### src/rtl/sreg_defs.sv
// Shared definitions for the serial shift-register family (PISO / SIPO).
package sreg_defs;

    // State encodings shared by the serializer and deserializer FSMs.
    localparam logic ST_IDLE  = 1'b0;
    localparam logic ST_SHIFT = 1'b1;

    // Bit-order selectors for the MSB_FIRST parameter.
    localparam int unsigned SHIFT_MSB_FIRST = 1;
    localparam int unsigned SHIFT_LSB_FIRST = 0;

    typedef enum logic {
        IDLE  = ST_IDLE,
        SHIFT = ST_SHIFT
    } state_t;

    // Width of a counter that indexes the bits of a word (at least 1 bit).
    function automatic int unsigned bit_cnt_width(input int unsigned width);
        return (width <= 1) ? 1 : $clog2(width);
    endfunction

endpackage

### src/rtl/piso_bit_counter.sv
// Bit-position counter for the PISO serializer; flags the final bit of a word.
module piso_bit_counter
    import sreg_defs::*;
#(
    parameter int unsigned WIDTH = 3,
    localparam int unsigned CW   = bit_cnt_width(WIDTH)
) (
    input  logic          clk,
    input  logic          rst,
    input  logic          clear,
    input  logic          en,
    output logic [CW-1:0] cnt,
    output logic          at_last
);

    // Count transmitted bits; clear has priority over increment.
    always_ff @(posedge clk or negedge rst) begin
        if (!rst) begin
            cnt <= '0;
        end else if (clear) begin
            cnt <= '0;
        end else if (en) begin
            cnt <= cnt + CW'(1);
        end
    end

    // Final bit position of the word.
    always_comb begin
        at_last = (cnt == CW'(WIDTH - 1));
    end

endmodule

### src/rtl/positive_triggered_piso_serializer.sv
// Parallel-in serial-out serializer with load/ready handshake and framing strobes.
module positive_triggered_piso_serializer
    import sreg_defs::*;
#(
    parameter int unsigned WIDTH     = 3,
    parameter int unsigned MSB_FIRST = SHIFT_MSB_FIRST
) (
    input  logic             clk,
    input  logic             rst,
    input  logic [WIDTH-1:0] din,
    input  logic             load,
    output logic             ready,
    output logic             q,
    output logic             q_valid,
    output logic             last
);

    localparam int unsigned CW      = bit_cnt_width(WIDTH);
    localparam int unsigned OUT_IDX = (MSB_FIRST == SHIFT_MSB_FIRST) ? WIDTH - 1 : 0;

    state_t           state;
    state_t           state_nxt;
    logic [WIDTH-1:0] shreg;
    logic [WIDTH-1:0] shreg_nxt;
    logic [CW-1:0]    cnt;
    logic             at_last;
    logic             cnt_clear;
    logic             cnt_en;
    logic             accept;

    piso_bit_counter #(
        .WIDTH (WIDTH)
    ) u_cnt (
        .clk     (clk),
        .rst     (rst),
        .clear   (cnt_clear),
        .en      (cnt_en),
        .cnt     (cnt),
        .at_last (at_last)
    );

    // Handshake and strobes decode registered state only.
    always_comb begin
        q_valid = (state == SHIFT);
        last    = (state == SHIFT) && at_last;
        ready   = (state == IDLE) || last;
        accept  = load && ready;
        q       = (state == SHIFT) ? shreg[OUT_IDX] : 1'b0;
    end

    // Next state, shift-register update and counter control.
    // The counter is also cleared when the word ends without a reload, so
    // IDLE always holds cnt at 0 rather than a wrapped value.
    always_comb begin
        state_nxt = state;
        shreg_nxt = shreg;
        cnt_clear = 1'b0;
        cnt_en    = 1'b0;
        if (accept) begin
            shreg_nxt = din;
            cnt_clear = 1'b1;
            state_nxt = SHIFT;
        end else if (state == SHIFT) begin
            if (MSB_FIRST == SHIFT_MSB_FIRST) begin
                shreg_nxt = {shreg[WIDTH-2:0], 1'b0};
            end else begin
                shreg_nxt = {1'b0, shreg[WIDTH-1:1]};
            end
            if (at_last) begin
                state_nxt = IDLE;
                cnt_clear = 1'b1;
            end else begin
                cnt_en = 1'b1;
            end
        end
    end

    // State and shift-register storage.
    always_ff @(posedge clk or negedge rst) begin
        if (!rst) begin
            state <= IDLE;
            shreg <= '0;
        end else begin
            state <= state_nxt;
            shreg <= shreg_nxt;
        end
    end

endmodule
### config.mk
export PLATFORM = sky130hd
export DESIGN_NAME = positive_triggered_piso_serializer
export DESIGN_NICKNAME = d
export VERILOG_FILES = /design/src/rtl/sreg_defs.sv /design/src/rtl/piso_bit_counter.sv /design/src/rtl/positive_triggered_piso_serializer.sv
export SDC_FILE = /design/constraint.sdc
export NUM_CORES = 1
export LEC_CHECK = 0
export CAP_MARGIN = 20
export CELL_PAD_IN_SITES_DETAIL_PLACEMENT = 2
export CELL_PAD_IN_SITES_GLOBAL_PLACEMENT = 2
export CORE_AREA = 2 2 39 41
export DETAILED_ROUTE_END_ITERATION = 16
export DIE_AREA = 0 0 41 43
export DONT_BUFFER_PORTS = 1
export HOLD_SLACK_MARGIN = 0.08
export PLACE_DENSITY = 0.63
export SKIP_CTS_REPAIR_TIMING = 1
export SYNTH_ARGS = -nofsm -noshare
export SYNTH_HDL_FRONTEND = slang
export SYNTH_SLANG_ARGS = --single-unit
### constraint.sdc
create_clock -name clk -period 1.4 [get_ports clk]
set_clock_uncertainty 0.2 [all_clocks]
set_input_delay 0.42 -clock clk [delete_from_list [all_inputs] [get_ports clk]]
set_output_delay 0.42 -clock clk [all_outputs]
set_load 0.005 [all_outputs]
Word-level counts from Yosys, hierarchy flattened
Index checks and enable logic that the tools add are counted.
Cells by class
  bitwise logic cells: 1
  $add $sub $neg: 1
  equality and inequality tests: 1
  mux-type cells: 12
  reduce and logical (&&, ||, !) cells: 5
Operator list (count)
  1-bit 2-to-1 mux: 8
  3-bit 2-to-1 mux: 2
  2-bit 2-to-1 mux: 2
  2-bit nonzero test: 2
  2-bit by 1-bit adder with 2-bit output, second input constant: 1
  2-bit == test, second input constant: 1
  1-bit logical AND: 2
  1-bit logical OR: 1
  1-bit inverter: 1
Storage, ports and cells
  input bits: 6
  bits in registers: 6

Longest topological paths before layout
Gate-level depths: netlist of run 1.
  word-level depth: 7
  depth in mapped cells: 5

By module
A second synthesis of run 1 with hierarchy kept.
Second synthesis, totals
  cell total of the unflattened synthesis: 31
  area total of the unflattened synthesis: 326.6 um^2
Modules (own cells, without submodules)
  positive_triggered_piso_serializer: sequential area each 100.1 um^2, area each 226.5 um^2, cells each 22, times used 1
  piso_bit_counter: sequential area each 50.0 um^2, area each 100.1 um^2, cells each 9, times used 1

Worst setup path before layout of run 1
OpenSTA, ideal clock, no wires.
  path type: register -> output
  start point: register u_cnt.cnt[0]
  end point: output port ready
  data arrival time: 783 ps
  cell stages (with the launch flop): 4
  slack: -3 ps
  required time: 780 ps
  cells stage by stage: dfrtp_1 inv_1 ha_1 nand2b_1
On the way
  word-level cells in the longest chain between the ends: 3
Ends and longest elaborated chain
  start: declaration: line piso_bit_counter.sv:12  | output logic [CW-1:0] cnt,
  start signal: assignment: line piso_bit_counter.sv:23  | cnt <= cnt + CW'(1);
  2-bit == test: line piso_bit_counter.sv:29  | at_last = (cnt == CW'(WIDTH - 1));
  1-bit logical AND: line positive_triggered_piso_serializer.sv:45  | last = (state == SHIFT) && at_last;
  1-bit logical OR: line positive_triggered_piso_serializer.sv:46  | ready = (state == IDLE) || last;
  end: declaration: line positive_triggered_piso_serializer.sv:12  | output logic ready,
No other way between the ends.

Final worst setup path of run 1
  start point: register u_cnt.cnt[1]
  end point: output port last
On the way
  word-level cells in the longest chain between the ends: 2
Ends and longest elaborated chain
  2-bit == test: line piso_bit_counter.sv:29
  1-bit logical AND: line positive_triggered_piso_serializer.sv:45
  end: declaration: line positive_triggered_piso_serializer.sv:15  | output logic last
No other way between the ends.

==> results of run 1 <==
## worst max path at each step
stage | depth (start not counted) | start | endpoint
2_1_floorplan | 3 | u_cnt.cnt[0]$_DFFE_PN0P_ | last
6_report | 2 | u_cnt.cnt[1]$_DFFE_PN0P_ | last
3_3_place_gp | 3 | u_cnt.cnt[0]$_DFFE_PN0P_ | last
5_1_grt | 2 | u_cnt.cnt[1]$_DFFE_PN0P_ | ready
4_1_cts | 3 | u_cnt.cnt[0]$_DFFE_PN0P_ | last
3_5_place_dp | 3 | u_cnt.cnt[0]$_DFFE_PN0P_ | last
## state kept, by name, indices dropped and copies added, names as in the netlist
signal,count
q_valid,1
u_cnt.cnt,2
shreg,3
## report_power, final
| part | internal (µW) | total, µW | switching, µW |
|---|---|---|---|
| combinational | 253 | 441 | 188 |
| sequential | 248 | 317 | 68.9 |
| clock | 97.3 | 164 | 66.6 |
## logic make-up (layout without fill, tap and decap cells)
family | after synthesis | after routing | synth area share (%)
flip-flops | 6 | 6 | 45.5
adder cells (fa/ha/maj) | 2 | 2 | 7.57
buffers and inverters | 4 | 12 | 7.20
AO/OA/AOI/OAI | 6 | 6 | 13.3
AND/OR/NAND/NOR | 12 | 12 | 18.9
multiplexers | 2 | 2 | 7.57
## cells in the mapped netlist, drive strengths merged
| master | instances |
|---|---|
| mux2 | 1 |
| a31oi | 1 |
| buf | 2 |
| and2 | 2 |
| dfrtp | 6 |
| mux2i | 1 |
| inv | 2 |
| o22ai | 2 |
| nand2 | 3 |
| nor2 | 1 |
| nand3 | 2 |
| o21ai | 2 |
| a32oi | 1 |
| nand2b | 4 |
| ha | 2 |
## through the flow
| step | power [µW] | setup TNS (ns) | worst slack (ns) |
|---|---|---|---|
| after floorplan | 532 | 0 | 0.00368 |
| after global placement | 657 | 0 | 0.0237 |
| after detailed placement | 684 | 0 | 0.00333 |
| after CTS | 862 | -0.896 | -0.270 |
| after global routing | 1010 | -0.718 | -0.242 |
| final | 922 | -0.578 | -0.201 |
## layout by cell type, fill, tap and decap left out, drive strengths merged
cell type    instances
a32oi                1
clkbuf               3
mux2i                1
nand2b               4
o22ai                2
nand2                3
nor2                 1
mux2                 1
buf                  6
dlygate4sd3          1
nand3                2
and2                 2
inv                  2
o21ai                2
ha                   2
dfrtp                6
a31oi                1
## layout make-up
cell class	instances	share of cell area (%)
Timing Repair Buffer	7	13.3
Multi-Input combinational cell	22	41.1
Sequential cell	6	34.3
Inverter	2	1.70
Tap cell	16	4.53
Clock buffer	3	5.10
## per-layer routing
metal | track usage (%) | wire length, µm | up-vias
met5 | 0 | 0 | -
met3 | 6.81 | 68 | 5
met4 | 10.0 | 25 | 0
met1 | 12.4 | 353 | 137
met2 | 18.1 | 462 | 11
li1 | - | - | 126
==> impl_results.md, run 1 <==
- Status: finished with violations
- Failing checks: negative setup slack
- Synth Area per Inst: 10.3 µm²
- Synth cell types: 17
- Syn Std Cell Area: 330 µm²
- Die width: roughly 40 µm
- Num ports: 10
- Sequential Area: 151 µm²
- Crit path max fanout: 3
- WHS Path Cells: 1
- Cell family with most CP delay: flip-flops
- Longest Clk Path Bufs: 2
- Post-Route Utilization: 31.9%
- Gr usage total: around an eighth
- Period utilization: 114%
- Antenna violations before repair: 0
- Die height: about 43 µm
- Reg2reg end: shreg[2]$_DFFE_PN0P_
- Final WS setup: -0.201 ns
- Tightest Pin Transition: about 0.30 ns
- Max VDD drop: between 0.0005 and 0.0006 V
- Router iterations before antenna repair: 3
- Remaining antenna violation count: 0
- Total die area: between 1500 and 2000 µm²
- Final #Nets: 50
- Via Count: around 280
- Final Hold Viols: 0
- Post-layout minimum cycle time: roughly 1.6 ns
- Clock sinks: 6
- CP required: roughly 0.78 ns
- Critical R2R Launch: u_cnt.cnt[1]$_DFFE_PN0P_
- Crit. End Element: primary output
- DP Cell Count: 51
- CP max-delay cell: dfrtp_1
- Syn. warnings: 0
- Data arrival, critical path: between 0.9 and 1 ns
- CTS tree: yes
- Clock Tree Root: clkbuf_4
- Worst hold slack: approximately 0.087 ns
- Number of diodes: 0
- Final Non-Filler Cells: 56
- Syn Inst Count: 32
- Multi-input gate area: 181 µm²
- Yosys reg bits: 6
- Max Freq: ~0.62 GHz
- Post-DP HPWL: 646 µm
- Number of max-cap violations: 0
- Clock latency on the worst-skew pair: about 0.25 ns
- Seq/Total Area, Yosys: a little under half
- Clk pin slew, worst setup/hold paths: 0.05 ns
- Drt drc: 0
- Largest net degree at the start of global routing: 9
- Vias in the first global route: about 280
- Cell Rows: 14
- Fillers: roughly 160
- Drt via density: around 5
- First-pass GRT wire length: 1360 µm
- Gp weighted congestion: 0.712
- WL per Instance: 16.2 µm
- Startpoint Class: register
- Worst R2R Path Depth: 5
- Area Overhead vs Synth: 33.7%
- Final setup vio count: 4
- CTS Buf Count: 3
- Gr ovfl total: 0
- Drt total wl: between 900 and 1000 µm
- Yosys top cell area share: 45.5%
- Max Slew Vio Count: 0
- Syn Nets: 40
- Core area: around 1400 µm²
- Crit Path Class: reg2out
- Synth top area cells: dfrtp_1 (45%), ha_1 (7.6%), nand2b_1 (7.6%)
- Port bufs: 0
- FF-to-FF setup slack: 0.06 ns
- Leakage power: roughly 0.0002 µW
- Hold Path Origin: load
- Pwr Density: 2090 nW/µm²
- Max incr delay on CP: around 0.4 ns
- Share of layout cells above drive strength 1: approximately 43%
- DR iter-0 viols: 2
- Critical Path, Cell by Cell: ha_4 > and2_4
- Unrepaired setup endpoints after global routing: true
- Synth area leader: dfrtp_1
- WP buf/inv: 0
- Placement Cell Area: ~380 µm²
- Fin area: about 440 µm²
- Starting Density: between 20% and 30%
- H-Tree Level Count: 1
- Slew margin rel.: between 80 and 90%
- Worst Hold Class: in2reg
- Hold Path End: q_valid$_DFF_PN0_
Power figures use the tool's default switching activity.
==> run 2, diff against run 1 <==
--- a/config.mk
+++ b/config.mk
@@ -12,6 +12,7 @@
 export DETAILED_ROUTE_END_ITERATION = 16
 export DIE_AREA = 0 0 41 43
 export DONT_BUFFER_PORTS = 1
+export GPL_ROUTABILITY_DRIVEN = 0
 export HOLD_SLACK_MARGIN = 0.08
 export PLACE_DENSITY = 0.63
 export SKIP_CTS_REPAIR_TIMING = 1
==> results of run 2 <==
Final layout, timing and power as in run 1 (identical DEF).
